$ cat src/rtl/shift_cmd_sequencer_pkg.sv
// rtl/shift_cmd_sequencer_pkg.sv - shared mode encodings, FSM states and default sizes
package shift_seq_defs;

  localparam int WIDTH_DEF = 4;
  localparam int CNT_W_DEF = 4;

  localparam logic [2:0] MODE_HOLD = 3'b000;
  localparam logic [2:0] MODE_SHR  = 3'b001;
  localparam logic [2:0] MODE_SHL  = 3'b010;
  localparam logic [2:0] MODE_LOAD = 3'b011;
  localparam logic [2:0] MODE_ROR  = 3'b100;
  localparam logic [2:0] MODE_ROL  = 3'b101;
  localparam logic [2:0] MODE_ASR  = 3'b110;
  localparam logic [2:0] MODE_CLR  = 3'b111;

  typedef enum logic [1:0] {
    ST_IDLE = 2'b00,
    ST_RUN  = 2'b01,
    ST_DONE = 2'b10
  } seq_state_t;

endpackage

$ cat src/rtl/shift_cmd_sequencer_if.sv
// rtl/shift_cmd_sequencer_if.sv - command handshake and shift-register drive bundle (abort lines under SHIFT_SEQ_ABORT_EN)
interface shift_cmd_sequencer_if #(
  parameter int WIDTH = 4,
  parameter int CNT_W = 4
);
  logic             cmd_valid;
  logic             cmd_ready;
  logic [2:0]       cmd_mode;
  logic [CNT_W-1:0] cmd_count;
  logic [WIDTH-1:0] cmd_data;
  logic [2:0]       sr_S;
  logic [WIDTH-1:0] sr_I;
  logic             busy;
  logic             done;
`ifdef SHIFT_SEQ_ABORT_EN
  logic             abort;
  logic             aborted;

  modport slave (
    input  cmd_valid, cmd_mode, cmd_count, cmd_data, abort,
    output cmd_ready, sr_S, sr_I, busy, done, aborted
  );
  modport master (
    output cmd_valid, cmd_mode, cmd_count, cmd_data, abort,
    input  cmd_ready, sr_S, sr_I, busy, done, aborted
  );
`else
  modport slave (
    input  cmd_valid, cmd_mode, cmd_count, cmd_data,
    output cmd_ready, sr_S, sr_I, busy, done
  );
  modport master (
    output cmd_valid, cmd_mode, cmd_count, cmd_data,
    input  cmd_ready, sr_S, sr_I, busy, done
  );
`endif
endinterface

$ cat src/rtl/shift_cmd_sequencer_counter.sv
// rtl/shift_cmd_sequencer_counter.sv - run-length down-counter with load, enable and last flag
module shift_cycle_counter #(
  parameter int CNT_W = 4
) (
  input  logic             clk,
  input  logic             rst,
  input  logic             load,
  input  logic [CNT_W-1:0] load_val,
  input  logic             en,
  output logic [CNT_W-1:0] count,
  output logic             last
);
  logic [CNT_W-1:0] cnt_q, cnt_d;

  // Saturates at 1 so a stray enable can never wrap the count.
  always_comb begin
    cnt_d = cnt_q;
    if (load) begin
      cnt_d = load_val;
    end else if (en && (cnt_q > CNT_W'(1))) begin
      cnt_d = cnt_q - CNT_W'(1);
    end
  end

  always_ff @(posedge clk or posedge rst) begin
    if (rst) begin
      cnt_q <= '0;
    end else begin
      cnt_q <= cnt_d;
    end
  end

  assign count = cnt_q;
  assign last  = (cnt_q == CNT_W'(1));
endmodule

$ cat src/rtl/shift_cmd_sequencer.sv
// rtl/shift_cmd_sequencer.sv - command-driven mode sequencer for a universal shift register
// Optional abort input/aborted output enabled by SHIFT_SEQ_ABORT_EN.
module shift_cmd_sequencer
  import shift_seq_defs::*;
#(
  parameter int WIDTH = WIDTH_DEF,
  parameter int CNT_W = CNT_W_DEF
) (
  input  logic                   clk,
  input  logic                   clear,
  shift_cmd_sequencer_if.slave   bus
);
  seq_state_t       state_q, state_d;
  logic [2:0]       sr_s_q, sr_s_d;
  logic [WIDTH-1:0] sr_i_q, sr_i_d;
  logic             busy_q, busy_d;
  logic             done_q, done_d;
  logic             ready_q, ready_d;
  logic             aborted_q, aborted_d;

  logic             cnt_load;
  logic             cnt_en;
  logic [CNT_W-1:0] cnt_val;
  logic [CNT_W-1:0] cnt_count;
  logic             cnt_last;
  logic             accept;

  assign accept = bus.cmd_valid && ready_q;

  shift_cycle_counter #(.CNT_W(CNT_W)) u_counter (
    .clk      (clk),
    .rst      (clear),
    .load     (cnt_load),
    .load_val (cnt_val),
    .en       (cnt_en),
    .count    (cnt_count),
    .last     (cnt_last)
  );

  always_comb begin
    state_d   = state_q;
    sr_s_d    = sr_s_q;
    sr_i_d    = sr_i_q;
    busy_d    = busy_q;
    done_d    = 1'b0;
    aborted_d = 1'b0;
    cnt_load  = 1'b0;
    cnt_en    = 1'b0;
    cnt_val   = bus.cmd_count;

    case (state_q)
      ST_IDLE, ST_DONE: begin
        state_d = ST_IDLE;
        sr_s_d  = MODE_HOLD;
        busy_d  = 1'b0;
        if (accept) begin
          if (bus.cmd_mode == MODE_LOAD) begin
            // LOAD always runs for a single cycle whatever count says.
            state_d  = ST_RUN;
            sr_s_d   = MODE_LOAD;
            sr_i_d   = bus.cmd_data;
            busy_d   = 1'b1;
            cnt_load = 1'b1;
            cnt_val  = CNT_W'(1);
          end else if (bus.cmd_count == '0) begin
            state_d = ST_DONE;
            done_d  = 1'b1;
          end else begin
            state_d  = ST_RUN;
            sr_s_d   = bus.cmd_mode;
            busy_d   = 1'b1;
            cnt_load = 1'b1;
          end
        end
      end
      ST_RUN: begin
`ifdef SHIFT_SEQ_ABORT_EN
        if (bus.abort) begin
          state_d   = ST_DONE;
          sr_s_d    = MODE_HOLD;
          busy_d    = 1'b0;
          done_d    = 1'b1;
          aborted_d = 1'b1;
        end else
`endif
        if (cnt_last) begin
          state_d = ST_DONE;
          sr_s_d  = MODE_HOLD;
          busy_d  = 1'b0;
          done_d  = 1'b1;
        end else begin
          cnt_en = 1'b1;
        end
      end
      default: begin
        state_d = ST_IDLE;
        sr_s_d  = MODE_HOLD;
        busy_d  = 1'b0;
      end
    endcase

    ready_d = (state_d != ST_RUN);
  end

  always_ff @(posedge clk or posedge clear) begin
    if (clear) begin
      state_q   <= ST_IDLE;
      sr_s_q    <= MODE_HOLD;
      sr_i_q    <= '0;
      busy_q    <= 1'b0;
      done_q    <= 1'b0;
      ready_q   <= 1'b1;
      aborted_q <= 1'b0;
    end else begin
      state_q   <= state_d;
      sr_s_q    <= sr_s_d;
      sr_i_q    <= sr_i_d;
      busy_q    <= busy_d;
      done_q    <= done_d;
      ready_q   <= ready_d;
      aborted_q <= aborted_d;
    end
  end

  assign bus.cmd_ready = ready_q;
  assign bus.sr_S      = sr_s_q;
  assign bus.sr_I      = sr_i_q;
  assign bus.busy      = busy_q;
  assign bus.done      = done_q;
`ifdef SHIFT_SEQ_ABORT_EN
  assign bus.aborted   = aborted_q;
`else
  logic unused_ok;
  assign unused_ok = &{1'b0, aborted_q, cnt_count};
`endif
endmodule

$ cat src/flat_wrapper.sv
// flat-port wrapper written by rule: the top's interface ports become plain ports
module shift_cmd_sequencer_flat import shift_seq_defs::*;
#(
  parameter int WIDTH = WIDTH_DEF,
  parameter int CNT_W = CNT_W_DEF
)
  (clk, clear, bus_cmd_valid, bus_cmd_mode, bus_cmd_count, bus_cmd_data, bus_cmd_ready, bus_sr_S, bus_sr_I, bus_busy, bus_done);
  shift_cmd_sequencer_if #(.WIDTH(WIDTH), .CNT_W(CNT_W)) bus_i ();
  input  logic clk;
  input  logic clear;
  input wire logic [$bits(bus_i.cmd_valid)-1:0] bus_cmd_valid;
  input wire logic [$bits(bus_i.cmd_mode)-1:0] bus_cmd_mode;
  input wire logic [$bits(bus_i.cmd_count)-1:0] bus_cmd_count;
  input wire logic [$bits(bus_i.cmd_data)-1:0] bus_cmd_data;
  output wire logic [$bits(bus_i.cmd_ready)-1:0] bus_cmd_ready;
  output wire logic [$bits(bus_i.sr_S)-1:0] bus_sr_S;
  output wire logic [$bits(bus_i.sr_I)-1:0] bus_sr_I;
  output wire logic [$bits(bus_i.busy)-1:0] bus_busy;
  output wire logic [$bits(bus_i.done)-1:0] bus_done;
  assign bus_i.cmd_valid = bus_cmd_valid;
  assign bus_i.cmd_mode = bus_cmd_mode;
  assign bus_i.cmd_count = bus_cmd_count;
  assign bus_i.cmd_data = bus_cmd_data;
  assign bus_cmd_ready = bus_i.cmd_ready;
  assign bus_sr_S = bus_i.sr_S;
  assign bus_sr_I = bus_i.sr_I;
  assign bus_busy = bus_i.busy;
  assign bus_done = bus_i.done;
  shift_cmd_sequencer #(.WIDTH(WIDTH), .CNT_W(CNT_W)) u_core (.clk(clk), .clear(clear), .bus(bus_i));
endmodule
$ cat config.mk
export PLATFORM = sky130hd
export DESIGN_NAME = shift_cmd_sequencer_flat
export DESIGN_NICKNAME = d
export VERILOG_FILES = /design/src/rtl/shift_cmd_sequencer_pkg.sv /design/src/rtl/shift_cmd_sequencer_if.sv /design/src/rtl/shift_cmd_sequencer_counter.sv /design/src/rtl/shift_cmd_sequencer.sv /design/src/flat_wrapper.sv
export SDC_FILE = /design/constraint.sdc
export NUM_CORES = 1
export LEC_CHECK = 0
export CORE_AREA = 2 2 46 48
export DETAILED_ROUTE_END_ITERATION = 10
export DIE_AREA = 0 0 48 50
export PLACE_DENSITY_LB_ADDON = 0.25
export SKIP_CTS_REPAIR_TIMING = 1
export SLEW_MARGIN = 5
export SYNTH_ARGS = -nofsm -noshare
export SYNTH_HDL_FRONTEND = slang
export SYNTH_HIERARCHICAL = 1
export SYNTH_SLANG_ARGS = --single-unit
$ cat constraint.sdc
create_clock -name clk -period 2.4 [get_ports clk]
set_input_delay 0.48 -clock clk [delete_from_list [all_inputs] [get_ports clk]]
set_output_delay 0.48 -clock clk [all_outputs]
set_load 0.05 [all_outputs]
==> results.yml <==
sta:
  worst_pin_slew_ns: 0.5054
  finalMaxSlewViolations: 0
  finClkSkew_ns: 0.007742
  fin_ws_ns: 0.2644
  maxSlewHeadroom_pct: 66.20
  finalSetupViolations: 0
  hold_viol: 0
  fin_setup_tns_ns: 0
  max_freq_mhz: 468.3
  rsz0062_at_grt: "no"
  period_share_pct: 88.98
  period_minus_slack_ns: 2.136
setup_path:
  critical-path-max-stage-delay_ns: 0.80
  path_max_fanout: 2
  worst_ep_required_time_ns: 1.92
  cp_data_arrival_time_ns: 1.66
  start_kind: "flop"
  crit_type: "flop to primary output"
  critical_path_buf_inv_count: 1
  crit_slowest_cell: "clkdlybuf4s50_1"
  cp_top_family: "buffers and inverters"
  worstSetupEndpointType: "primary output"
  path_cells: "clkdlybuf4s50_1"
global_routing:
  grt_use_total_pct: 17.57
  grt_max_degree: 14
  gr-total-overflow: 0
  grt_pass1_vias: 654
  antenna_found_initial: 0
  grt_pass1_wl_mm: 3.001
synth:
  ys_top_cells_by_area: "dfrtp_1, mux2_1, nand3b_4"
  synthesis.area_sq_um: 842.1
  yosysSeqAreaShare_pct: 47.70
  netlist_instances: 73
  synth_warnings: 6
  yosys.area_share.simple_pct: 29.42
  synthesis.nets: 89
  synth_top_cell_by_area: "dfrtp_1"
  synth_seq_cells: 16
  synth_cell_types: 31
  synth_fa_ha_area_share_pct: 2.972
  synth.top_cell.area_share_pct: 44.58
  syn_area_per_cell_sq_um: 11.54
  synthXorXnorAreaFrac_pct: 0
  synth_compound_area_share_pct: 11.89
  synth_top_family_by_area: "simple AND/OR/NAND/NOR gates"
  synthMuxAreaShare_pct: 5.349
clock_tree:
  htree_levels: 1
  clk_latency_ns: 0.29
  cts_buffers: 3
  clk_pin_slew_ns: 0.10
  clock_sinks: 16
  root_buffer: "clkbuf_4"
  tritoncts: "yes"
  cts_max_path_buffers: 2
die:
  dieArea_sq_mm: 0.002400
  fp-row-count: 16
  fp.dieH_um: 50
  ioPinCount: 24
  die_w_um: 48
  initial_core_util_pct: 44.28
  core_sq_mm: 0.001902
layout:
  drive_gt1_share_pct: 15.84
  fin_util_pct: 60.46
  area_growth_pct: 36.55
  diodes: 0
  multiInputGateArea_sq_um: 417.9
  nNetsFinal: 118
  layout.cells.non_filler: 128
  regArea_sq_um: 401.6
  fillers: 163
place:
  dp_hpwl_mm: 1.364
  dp_cells: 124
  dpl_worst_slack_ns: 0.2874
  place_congestion: 0.7555
  portBuffers: 23
power:
  power.density_mw_per_mm2: 1310
  vdd_ir_drop_max_mv: 0.7013
  leakage_nw: 0.5163
route:
  antenna_left: 0
  wl_per_cell_um: 13.64
  firstDrtPassIters: 4
  num_vias: 668
  drt-vias-per-instance: 5.219
  finalWirelength_mm: 1.746
  detail_route.iter0.violations: 38
  drc: 0
worst_hold_path:
  hold_class: "input pin to asynchronous set/reset pin"
job:
  cap_violations: 0
status:
  outcome: "finished, final reports clean"
==> per-layer routing <==
metal  vias to the layer above  track usage (%)  wire [um]
li1                        326                -          -
met1                       313            27.23        867
met2                        25            23.56        757
met3                         4            3.663         98
met4                         0            6.757         22
met5                         -                0          0
==> cell families (layout without fill, tap and decap cells) <==
family	after synthesis	in the layout
simple gates	32	32
flops	16	16
compound gates	14	14
buf+inv	5	33
mux	4	4
fa+ha+maj	2	2
==> stage by stage <==
step | hold slack (ns) | instance area (sq um) | power, W
global route | 0.3919 | 1150 | 0.001609
CTS | 0.3891 | 1150 | 0.001510
global placement | 0.4676 | 1114 | 0.001310
floorplan | 0.2461 | 842.1 | 0.001049
detailed placement | 0.4664 | 1114 | 0.001329
finish | 0.3833 | 1150 | 0.001506
==> Yosys cell counts (all sizes together) <==
| cell | n |
|---|---|
| nor2b | 3 |
| nor2 | 7 |
| o21ai | 3 |
| nand3 | 2 |
| dfrtp | 15 |
| a221o | 1 |
| and2 | 1 |
| ha | 2 |
| o311ai | 2 |
| buf | 1 |
| nor3b | 3 |
| dfstp | 1 |
| nand4b | 2 |
| or4b | 1 |
| inv | 4 |
| a21oi | 4 |
| and4b | 1 |
| a22o | 3 |
| mux2 | 4 |
| or2 | 3 |
| nand3b | 3 |
| nand2 | 3 |
| and2b | 1 |
| nor4 | 2 |
| a21o | 1 |
==> final timing paths <==
kind                       slack, ns  cells after the start                 startpoint                         to
setup reg to reg                0.42                      6  u_core/u_counter/count[1]  u_core/u_counter/count[3]
setup / recovery                0.26                      1       u_core/bus.cmd_ready              bus_cmd_ready
min in group clk                0.49                      1         u_core/bus.sr_I[1]         u_core/bus.sr_I[1]
hold / removal                  0.38                      2                      clear  u_core/u_counter/count[3]
hold reg to reg                 0.49                      1         u_core/bus.sr_I[1]         u_core/bus.sr_I[1]
max in group asynchronous       1.56                      2                      clear       u_core/bus.cmd_ready
==> power breakdown <==
group          switching, W  internal, W  leakage, nW
Combinational      0.000504     0.000338        0.292
Sequential        0.0000927     0.000393        0.204
Clock             0.0000868    0.0000925       0.0210
==> final cells by class <==
type,count,area share [%]
Inverter,4,1.306
Tap cell,27,2.938
Timing Repair Buffer,25,21.33
Clock buffer,4,3.156
Multi-Input combinational cell,52,36.34
Sequential cell,16,34.93
==> placed cells by master (no fill, tap or decap), types with 2 or more instances in the layout <==
master	instances
nor2b_1	3
o311ai_0	2
inv_1	4
nand2_1	3
nor2_1	6
dfrtp_1	15
nand3_1	2
o21ai_0	3
clkbuf_4	3
or2_2	2
nor3b_1	2
clkdlybuf4s50_1	23
a21oi_1	3
a22o_1	3
nand4b_1	2
mux2_1	4
buf_4	2
ha_1	2
nand3b_4	2
==> flip-flops by register name, summed over array words and instances (netlist names) <==
signal / cells
u_core/bus.cmd_ready: 1
u_core/u_counter/count: 4
u_core/bus.done: 1
u_core/bus.sr_S: 3
u_core/state_q: 2
u_core/bus.sr_I: 4
u_core/bus.busy: 1
No activity file was read; power rests on OpenSTA's default activity.
